## src/rtl/sd_cmd_rx_if.sv

```systemverilog
// SD command-line receive bundle: bit strobe, serial data and arm request in;
// status pulses and decoded frame fields out.
// Latency and backpressure are properties of the receiver; this bundle only groups the wires.
interface sd_cmd_rx_if;
    logic        bit_en;     // one-clk strobe, cmd_in sampled on this cycle
    logic        cmd_in;     // serial CMD line, MSB first
    logic        arm;        // one-clk request to start looking for a frame
    logic        busy;       // receiver not idle
    logic        done;       // one-clk pulse, result fields valid
    logic        timeout;    // one-clk pulse, start-bit wait expired
    logic        dir_bit;    // frame bit 1
    logic [5:0]  cmd_index;  // frame bits 2..7
    logic [31:0] cmd_arg;    // frame bits 8..39
    logic        crc_ok;     // received CRC7 matches computed CRC7
    logic        end_ok;     // end bit was 1

    modport master (
        output bit_en, cmd_in, arm,
        input  busy, done, timeout, dir_bit, cmd_index, cmd_arg, crc_ok, end_ok
    );

    modport slave (
        input  bit_en, cmd_in, arm,
        output busy, done, timeout, dir_bit, cmd_index, cmd_arg, crc_ok, end_ok
    );
endinterface

```

## src/rtl/sd_cmd_rx.sv

```systemverilog
// SD command frame receiver: 48-bit frame, CRC7 check, start-bit timeout.
// Latency: done/timeout pulse one clk after the edge that samples the final/TIMEOUT-th strobe.
// Backpressure: none; the line is paced by bit_en strobes, gaps of any length are legal.
// Ports: clk, rst (sync, active-high); bus (slave modport of sd_cmd_rx_if).
module sd_cmd_rx #(
    parameter int unsigned TIMEOUT = 64
) (
    input logic        clk,
    input logic        rst,
    sd_cmd_rx_if.slave bus
);

    typedef enum logic [1:0] {IDLE, WAIT_START, SHIFT, DONE} state_t;

    state_t      state_q;
    logic [9:0]  to_cnt_q;
    logic [5:0]  bit_cnt_q;
    logic [6:0]  crc_q;
    logic [6:0]  crc_d;
    logic [6:0]  rx_crc_q;
    logic [38:0] sh_q;        // frame bits 1..39 (dir, index, arg)
    logic        busy_q;
    logic        done_q;
    logic        timeout_q;
    logic        dir_q;
    logic [5:0]  idx_q;
    logic [31:0] arg_q;
    logic        crc_ok_q;
    logic        end_ok_q;

    // CRC7, x^7 + x^3 + 1, one bit per step.
    function automatic logic [6:0] crc7_step(input logic [6:0] c, input logic b);
        logic g;
        g = b ^ c[6];
        return {c[5], c[4], c[3], c[2] ^ g, c[1], c[0], g};
    endfunction

    assign crc_d = crc7_step(crc_q, bus.cmd_in);

    always_ff @(posedge clk) begin
        if (rst) begin
            state_q   <= IDLE;
            to_cnt_q  <= '0;
            bit_cnt_q <= '0;
            crc_q     <= '0;
            rx_crc_q  <= '0;
            sh_q      <= '0;
            busy_q    <= 1'b0;
            done_q    <= 1'b0;
            timeout_q <= 1'b0;
            dir_q     <= 1'b0;
            idx_q     <= '0;
            arg_q     <= '0;
            crc_ok_q  <= 1'b0;
            end_ok_q  <= 1'b0;
        end else begin
            done_q    <= 1'b0;
            timeout_q <= 1'b0;
            case (state_q)
                IDLE: begin
                    // bit_en in the arming cycle is deliberately not looked at.
                    if (bus.arm) begin
                        state_q  <= WAIT_START;
                        busy_q   <= 1'b1;
                        to_cnt_q <= '0;
                    end
                end
                WAIT_START: begin
                    if (bus.bit_en) begin
                        if (!bus.cmd_in) begin
                            // Start bit is frame bit 0; it seeds the CRC from zero.
                            state_q   <= SHIFT;
                            bit_cnt_q <= 6'd1;
                            crc_q     <= crc7_step(7'h00, bus.cmd_in);
                            to_cnt_q  <= '0;
                        end else if (to_cnt_q == 10'(TIMEOUT - 1)) begin
                            state_q   <= IDLE;
                            busy_q    <= 1'b0;
                            timeout_q <= 1'b1;
                            to_cnt_q  <= '0;
                        end else begin
                            to_cnt_q <= to_cnt_q + 10'd1;
                        end
                    end
                end
                SHIFT: begin
                    if (bus.bit_en) begin
                        bit_cnt_q <= bit_cnt_q + 6'd1;
                        if (bit_cnt_q <= 6'd39) begin
                            crc_q <= crc_d;
                            sh_q  <= {sh_q[37:0], bus.cmd_in};
                        end else if (bit_cnt_q <= 6'd46) begin
                            rx_crc_q <= {rx_crc_q[5:0], bus.cmd_in};
                        end else begin
                            // Bit 47: publish the whole frame at once so results
                            // stay stable throughout the next reception.
                            state_q   <= DONE;
                            bit_cnt_q <= '0;
                            done_q    <= 1'b1;
                            end_ok_q  <= bus.cmd_in;
                            crc_ok_q  <= (rx_crc_q == crc_q);
                            dir_q     <= sh_q[38];
                            idx_q     <= sh_q[37:32];
                            arg_q     <= sh_q[31:0];
                        end
                    end
                end
                DONE: begin
                    // arm is ignored here; always return to IDLE.
                    state_q <= IDLE;
                    busy_q  <= 1'b0;
                end
                default: begin
                    state_q <= IDLE;
                    busy_q  <= 1'b0;
                end
            endcase
        end
    end

    assign bus.busy      = busy_q;
    assign bus.done      = done_q;
    assign bus.timeout   = timeout_q;
    assign bus.dir_bit   = dir_q;
    assign bus.cmd_index = idx_q;
    assign bus.cmd_arg   = arg_q;
    assign bus.crc_ok    = crc_ok_q;
    assign bus.end_ok    = end_ok_q;

endmodule

```

## src/flat_wrapper.sv

```systemverilog
// flat-port wrapper written by rule: the top's interface ports become plain ports
module sd_cmd_rx_flat 
#(
    parameter int unsigned TIMEOUT = 64
)
  (clk, rst, bus_bit_en, bus_cmd_in, bus_arm, bus_busy, bus_done, bus_timeout, bus_dir_bit, bus_cmd_index, bus_cmd_arg, bus_crc_ok, bus_end_ok);
  sd_cmd_rx_if bus_i ();
  input logic clk;
  input logic rst;
  input wire logic [$bits(bus_i.bit_en)-1:0] bus_bit_en;
  input wire logic [$bits(bus_i.cmd_in)-1:0] bus_cmd_in;
  input wire logic [$bits(bus_i.arm)-1:0] bus_arm;
  output wire logic [$bits(bus_i.busy)-1:0] bus_busy;
  output wire logic [$bits(bus_i.done)-1:0] bus_done;
  output wire logic [$bits(bus_i.timeout)-1:0] bus_timeout;
  output wire logic [$bits(bus_i.dir_bit)-1:0] bus_dir_bit;
  output wire logic [$bits(bus_i.cmd_index)-1:0] bus_cmd_index;
  output wire logic [$bits(bus_i.cmd_arg)-1:0] bus_cmd_arg;
  output wire logic [$bits(bus_i.crc_ok)-1:0] bus_crc_ok;
  output wire logic [$bits(bus_i.end_ok)-1:0] bus_end_ok;
  assign bus_i.bit_en = bus_bit_en;
  assign bus_i.cmd_in = bus_cmd_in;
  assign bus_i.arm = bus_arm;
  assign bus_busy = bus_i.busy;
  assign bus_done = bus_i.done;
  assign bus_timeout = bus_i.timeout;
  assign bus_dir_bit = bus_i.dir_bit;
  assign bus_cmd_index = bus_i.cmd_index;
  assign bus_cmd_arg = bus_i.cmd_arg;
  assign bus_crc_ok = bus_i.crc_ok;
  assign bus_end_ok = bus_i.end_ok;
  sd_cmd_rx #(.TIMEOUT(TIMEOUT)) u_core (.clk(clk), .rst(rst), .bus(bus_i));
endmodule
```

## config.mk

```make
export PLATFORM = sky130hd
export DESIGN_NAME = sd_cmd_rx_flat
export DESIGN_NICKNAME = d
export VERILOG_FILES = /design/src/rtl/sd_cmd_rx_if.sv /design/src/rtl/sd_cmd_rx.sv /design/src/flat_wrapper.sv
export SDC_FILE = /design/constraint.sdc
export NUM_CORES = 1
export LEC_CHECK = 0
export CAP_MARGIN = 10
export CORE_MARGIN = 10
export CORE_UTILIZATION = 50
export CTS_BUF_LIST = sky130_fd_sc_hd__clkbuf_4 sky130_fd_sc_hd__clkbuf_8 sky130_fd_sc_hd__clkbuf_16
export CTS_CLUSTER_DIAMETER = 50
export DETAILED_ROUTE_END_ITERATION = 7
export DONT_BUFFER_PORTS = 1
export PLACE_DENSITY = 0.69
export SYNTH_ARGS = -nofsm -noshare
export SYNTH_HDL_FRONTEND = slang
export SYNTH_SLANG_ARGS = --single-unit
export TNS_END_PERCENT = 10
```

## constraint.sdc

```tcl
create_clock -name clk -period 2.1 [get_ports clk]
set_input_delay 0.315 -clock clk [delete_from_list [all_inputs] [get_ports clk]]
set_output_delay 0.315 -clock clk [all_outputs]
set_load 0.05 [all_outputs]
```

Word-level counts from Yosys, hierarchy flattened
Index checks and enable logic that the tools add are counted.
{ "word_totals": {"ff_bits": 115, "in_bits": 5, "output_inout_bits": 44} }
{ "op_classes": {"addsub": 2, "magnitude_cmp": 2, "n_eq_ne": 15, "mux": 31, "bitwise_logic": 8, "reduce_logical": 14} }
{ "op_table": {"columns": ["op", "count"], "rows": [
  ["$mux 10", 4],
  ["$mux 6", 5],
  ["$mux 7", 4],
  ["$pmux 10 s2", 1],
  ["$mux 2", 7],
  ["$ne 2x2->1 const B", 7],
  ["$pmux 7 s2", 1],
  ["$le 6x6->1 const B", 2],
  ["$pmux 6 s2", 1],
  ["$reduce_and 4->1", 3],
  ["$add 10x1->10 const B", 1],
  ["$eq 10x6->1 const B", 1],
  ["$reduce_and 5->1", 2],
  ["$pmux 2 s4", 1],
  ["$reduce_or 4->1", 2],
  ["$eq 7x7->1", 1],
  ["$add 6x1->6 const B", 1],
  ["$mux 1", 6],
  ["$not 1->1", 6],
  ["$reduce_and 3->1", 2],
  ["$reduce_and 6->1", 1],
  ["$eq 2x2->1 const B", 2],
  ["$ne 2x1->1 const B", 2],
  ["$reduce_bool 2->1", 2],
  ["6 further kinds", 7]
]} }

Longest topological paths before layout
Gate-level depths: netlist of the first run.
{ "depth": {"word_depth": 5, "depth_mapped": 9, "mapped_depth_nobuf": 6} }

Worst setup path after synthesis of the first run
OpenSTA, ideal clock, no wires.
{ "synth_timing": {"path_kind": "register to register", "from": "register u_core.state_q[0]", "to": "register u_core.sh_q[10]", "setup_time_ns": 0.132, "arrival_ns": 1.578, "required_ns": 1.968, "setup_slack_ns": 0.389, "path_stages_with_launch": 10, "n_path_buf": 3, "period_less_slack_ns": 1.711, "cell_sequence": "dfxtp_1 inv_1 ha_1 and2_1 buf_2 and2_1 buf_4 buf_4 nand2_1 a21oi_1"} }
{ "synth_between": {"elab_chain_cells": 2} }
{ "synth_rtl": {"columns": ["element", "line_no", "text"], "rows": [
  ["start: declaration", "sd_cmd_rx.sv:15", "state_t state_q;"],
  ["start signal: assignment", "sd_cmd_rx.sv:42", "state_q <= IDLE;"],
  ["start signal: assignment", "sd_cmd_rx.sv:63", "state_q <= WAIT_START;"],
  ["start signal: assignment", "sd_cmd_rx.sv:72", "state_q <= SHIFT;"],
  ["$eq 2x2->1", "sd_cmd_rx.sv:59", "case (state_q)"],
  ["$reduce_and 3->1 (no line)", null, null],
  ["end signal: assignment", "sd_cmd_rx.sv:91", "sh_q <= {sh_q[37:0], bus.cmd_in};"],
  ["end: declaration", "sd_cmd_rx.sv:21", "logic [38:0] sh_q;"]
]} }
Every way passes these cells.
A chain may end at the register's enable or synchronous reset.

==> impl_metrics.toml, run 1 <==
[clock_tree]
htree_levels = 4
clock_path_buffers = 2
numClockSinks = 115
cts_tree = "built"
clkTransAtPathRegs_ns = 0.06
root_buffer = "clkbuf_8"
postCtsSetupBuffers = 0
numCtsBuffers = 17
clock_latency_ns = 0.51

[synth]
ys_seq_area_share_pct = 49.93
syn_area_um2 = 4611
synth_largest_area_cell = "dfxtp_1"
synth_nets = 566
synth_ff_type = "dfxtp_1"
synth_seq_cells = 115
synth_cells = 553
synth_warnings = 0
synth_top_area_share_pct = 49.93
synth_cell_types = 51
synth_edf_count = 0
async_reset_ff_share_pct = 0
yosys-top-cells-area = "dfxtp_1, nand2_1, a21oi_1"
avgSynthCellArea_um2 = 8.338

[sta]
hold_viol = 102
fmax_ghz = 0.5245
period_share_pct = 90.79
rsz0062_at_grt = "no"
tightest_slew_ns = 0.5554
finalSetupViolCount = 0
relSlewSlack_pct = 62.92
finalClockSkew_ns = 0.01047
maxSlewViolCount = 0
whs_ns = -0.1278
finalSetupTns_ns = 0
period_minus_slack_ns = 1.907

[worst_hold_path]
hold_path_end = "u_core.bit_cnt_q[1]"
holdPathStages = 1
hp-class = "in -> reg"
min_from = "rst"

[worst_setup_path]
crit_required_ns = 2.54
cp-end-kind = "flip-flop"
worst-r2r-cell-count = 6
crit_fanout = 8
reg2reg_to = "u_core.to_cnt_q[8]"
worstSetupPathType = "reg -> reg"
arrival_ns = 2.35
rrSetupSlack_ns = 0.19
cp-start-kind = "flip-flop"

[floorplanning]
die_w_um = 116.0
die_area_um2 = 13460
rows = 34
core_area_um2 = 8848
ios = 49
die-height_um = 116.0
start_util_pct = 52.11

[route]
routed-via-count = 3638
ant_nets = 0
drc = 0
routed_via_density = 5.446
wl_per_cell_um = 14.30
drtIter0Drc = 279
first_pass_iters = 5
wl_mm = 9.554

[finish]
diodes = 0
fillers = 739
multi_input_area_um2 = 2120
regArea_um2 = 2302
instances_no_fill = 668
layout.cells.most_common_list = "nand2_1, dfxtp_1, a21oi_1"
final_nets = 560
syn_to_final_growth_pct = 15.55
drive_gt1_share_pct = 9.286
layout_commonest_cell = "nand2_1"

[power_and_ir_drop]
p_per_area_nw_per_um2 = 1040
p_leak_nw = 1.851
peakVddDrop_uv = 624.8

[global_route]
grt_pass1_wl_mm = 16.12
grt_max_degree = 105
track_usage_pct = 14.77
antenna_found_initial = 0
grt-ovfl-total = 0
grt_pass1_vias = 3509

[run_status]
status = "complete, but fails checks"
violations = "negative hold slack"

[place]
io_buffers = 0
place_inst = 636
post-dp-hpwl_mm = 6.081
gp_congestion = 0.8218

[flow_run]
cap_viol_max_count = 0
==> critical path: stages, from the launching register on <==
cell and delay, ns:
dfxtp_1 0.40, inv_1 0.11, ha_1 0.28, nand2b_1 0.19, nand4_1 0.30, or3_1 0.43, a21oi_1 0.13
==> sequential cells by signal, summed over array words and instances (netlist names), named ones only <==
signal	cells
u_core.bus.done	1
u_core.bit_cnt_q	6
u_core.bus.crc_ok	1
u_core.crc_q	7
u_core.to_cnt_q	10
u_core.bus.timeout	1
u_core.state_q	1
u_core.rx_crc_q	7
u_core.bus.cmd_index	6
u_core.bus.busy	1
u_core.bus.dir_bit	1
u_core.bus.cmd_arg	32
u_core.sh_q	39
u_core.bus.end_ok	1
==> how the worst max path moves through the flow <==
stage | startpoint | cells after the start | endpoint
2_1_floorplan | u_core.state_q[0] | 9 | u_core.sh_q[10]
3_3_place_gp | u_core.state_q[0] | 6 | u_core.state_q[0]
3_5_place_dp | flip-flop | 6 | u_core.state_q[0]
4_1_cts | u_core.bit_cnt_q[0] | 6 | flip-flop
5_1_grt | u_core.state_q[0] | 7 | u_core.bus.cmd_index[4]
6_report | flip-flop | 6 | u_core.to_cnt_q[8]
==> cells by family (layout without fill, tap and decap cells) <==
logic type,Yosys count,after routing,synth area share [%]
XOR/XNOR,13,13,2.469
flip-flops,115,115,49.93
AO/OA/AOI/OAI,144,144,19.13
buffers and inverters,41,48,4.288
AND/OR/NAND/NOR,232,232,22.01
adder cells (fa/ha/maj),8,8,2.171
==> Yosys cell counts (2+ instances only) <==
library cell,number
o211a_1,2
inv_1,8
and3_1,2
nor2_1,13
ha_1,8
a31oi_1,2
a21oi_1,97
or4_1,3
or3_1,8
nand2b_1,3
buf_2,14
o21ai_0,17
and2_1,2
o21a_1,2
nand2_1,169
dfxtp_1,115
nand4_1,3
xor2_1,12
a22oi_1,8
nand3_1,12
clkbuf_1,13
o21ai_2,2
nor3_1,6
buf_4,5
==> report_power, final <==
group | total (mW) | switching [mW] | internal [mW] | leakage [nW]
Combinational | 0.203 | 0.125 | 0.0778 | 0.612
Sequential | 2.24 | 0.0364 | 2.20 | 0.927
Clock | 3.10 | 1.04 | 2.06 | 0.313
Total | 5.54 | 1.20 | 4.34 | 1.85
==> stage by stage <==
step / total power, mW / area (µm²) / utilization, % / hold slack (ns) / worst slack [ns]
after CTS: 5.605 / 5328 / 60.21 / -0.1501 / 0.2119
after floorplan: 2.473 / 4611 / - / 0.4321 / 0.3895
after global placement: 2.483 / 4684 / 52.94 / 0.3954 / 0.2960
final: 5.540 / 5328 / 60.21 / -0.1278 / 0.1934
after global routing: 5.726 / 5328 / 60.21 / -0.1503 / 0.03783
after detailed placement: 2.486 / 4684 / 52.94 / 0.3973 / 0.2216
==> cell type report <==
type / count / area share (%)
Multi-Input combinational cell: 397 / 39.78
Clock buffer: 17 / 7.774
Tap cell: 108 / 2.536
Sequential cell: 115 / 43.21
Timing Repair Buffer: 8 / 1.832
Clock inverter: 15 / 4.298
Inverter: 8 / 0.5636
==> per-layer routing <==
metal	track usage [%]	vias to the layer above	share of wire, %
met5	0	-	0
met4	6.589	0	0.98
met3	5.633	8	7.2
met2	24.00	82	48
met1	16.97	1672	44
li1	-	1876	-
==> timing repair <==
item	in CTS	in global routing
hold endpoints to repair	102	102
endpoints found under the setup margin	0	0
resized for setup	0	0
No activity file was read; power rests on OpenSTA's default activity.
==> run 2: changes to the inputs <==
--- a/config.mk
+++ b/config.mk
@@ -13,6 +13,7 @@
 export DETAILED_ROUTE_END_ITERATION = 7
 export DONT_BUFFER_PORTS = 1
 export PLACE_DENSITY = 0.69
+export REMOVE_ABC_BUFFERS = 1
 export SYNTH_ARGS = -nofsm -noshare
 export SYNTH_HDL_FRONTEND = slang
 export SYNTH_SLANG_ARGS = --single-unit
==> run 2 against run 1 <==
The run still ends with negative hold slack left. Power is 8.8% lower. Critical path type unchanged. Clock skew is 0.0018 ns lower. Die area stayed put.
==> impl_metrics.toml, run 2 (synthesized netlist as in run 1, its figures left out) <==
[place]
place_inst = 633
post-dp-hpwl_mm = 6.137
postPlaceCellArea_um2 = 4674
io_buffers = 0
gp_congestion = 0.8453

[worst_setup_path]
slowest_stage = "dfxtp_1"
max_stage_delay_ns = 0.42
crit_chain = "ha_1 -> nor2b_2 -> buf_4 -> o2111a_1 -> a22oi_1 -> nor2_1"
crit_required_ns = 2.54
crit_fanout = 8
worstSetupPathType = "reg -> reg"
cp-end-kind = "flip-flop"
arrival_ns = 2.37
cp-start-kind = "flip-flop"

[route]
routed_via_density = 5.568
wl_per_cell_um = 14.81
ant_nets = 0
drtIter0Drc = 317
wl_mm = 9.851
first_pass_iters = 4
routed-via-count = 3703
drc = 0

[power_and_ir_drop]
p_leak_nw = 1.796
peakVddDrop_uv = 642.1
p_per_area_nw_per_um2 = 965.9

[sta]
hold_viol = 102
tightest_slew_ns = 0.5967
period_share_pct = 92.04
relSlewSlack_pct = 60.17
finalClockSkew_ns = 0.008679
whs_ns = -0.1231
rsz0062_at_grt = "no"
finalSetupViolCount = 0
fmax_ghz = 0.5174
period_minus_slack_ns = 1.933
finalSetupTns_ns = 0
maxSlewViolCount = 0

[global_route]
grt_pass1_wl_mm = 16.39
antenna_found_initial = 0
grt_max_degree = 105
grt-ovfl-total = 0
track_usage_pct = 14.94
grt_pass1_vias = 3444

[finish]
diodes = 0
layout_commonest_cell = "nand2_1"
fillers = 796
fin_area_um2 = 5233
layout.cells.most_common_list = "nand2_1, dfxtp_1, a21oi_1"
drive_gt1_share_pct = 9.156
largest_register = "u_core.sh_q"
instances_no_fill = 665
largest_register_ffs = 39
syn_to_final_growth_pct = 13.49
final_nets = 557

[worst_hold_path]
hp-class = "in -> reg"

[clock_tree]
clkTransAtPathRegs_ns = 0.06
numClockSinks = 115
cts_tree = "built"
postCtsSetupBuffers = 0
htree_levels = 4
root_buffer = "clkbuf_8"
clock_latency_ns = 0.51
clock_path_buffers = 2
numCtsBuffers = 17

[run_status]
violations = "negative hold slack"
status = "complete, but fails checks"

[floorplanning]
rows = 34
start_util_pct = 52.11
core_area_um2 = 8848
die_w_um = 116.0
die_area_um2 = 13460
die-height_um = 116.0
ios = 49

[flow_run]
cap_viol_max_count = 0
-- run 2: critical path: cells and delay by family, from the launching register on --
| kind | cells | cell delay (ns) |
|---|---|---|
| fa+ha+maj | 1 | 0.33 |
| simple gates | 2 | 0.48 |
| flops | 1 | 0.42 |
| buf+inv | 1 | 0.20 |
| compound gates | 2 | 0.44 |
-- run 2: repair_timing --
item                                    CTS  global route
hold endpoints to repair                102           102
endpoints found under the setup margin    0             8
gates resized for setup                   0             2
-- run 2: layout make-up --
cell class | instances | area (µm²) | area share [%]
multi-input cells | 397 | 2128 | 40.67
clock buffers | 17 | 414.1 | 7.915
clock inverters | 15 | 135.1 | 2.583
flip-flops and latches | 115 | 2302 | 44.00
inverters | 8 | 30.03 | 0.5739
repair buffers | 5 | 87.58 | 1.674
well taps | 108 | 135.1 | 2.583
-- run 2: per-stage QoR --
stage / power (mW) / util (%) / setup WS, ns / hold slack, ns
after floorplan: 2.437 / - / 0.09447 / 0.3841
after global placement: 2.480 / 52.83 / 0.2440 / 0.4023
after detailed placement: 2.486 / 52.83 / 0.1454 / 0.4033
after CTS: 5.088 / 59.04 / 0.06495 / -0.1266
after global routing: 5.235 / 59.13 / 0.01128 / -0.1307
final: 5.054 / 59.13 / 0.1672 / -0.1231
-- run 2: path summary, 6_finish.rpt --
path | from | endpoint | slack, ns | cells after the start
worst max register to register | u_core.state_q[0] | u_core.crc_q[2] | 0.17 | 6
worst min register to register | u_core.sh_q[38] | u_core.bus.dir_bit | 0.45 | 2
worst max-delay path | u_core.state_q[0] | u_core.crc_q[2] | 0.17 | 6
worst min-delay path | rst | u_core.bus.cmd_arg[5] | -0.12 | 1
-- run 2: per-layer routing --
metal	up-vias	share of wire, %	track usage [%]
met2	79	49	24.46
li1	1876	-	-
met5	-	0	0
met3	10	7.5	5.891
met1	1738	42	17.59
met4	0	1.0	4.837
-- run 2: where the power goes --
part	internal [mW]	total (mW)	switching (mW)	leakage, nW
logic	0.0787	0.208	0.129	0.602
registers	2.20	2.24	0.0364	0.927
clock network	1.57	2.61	1.04	0.268
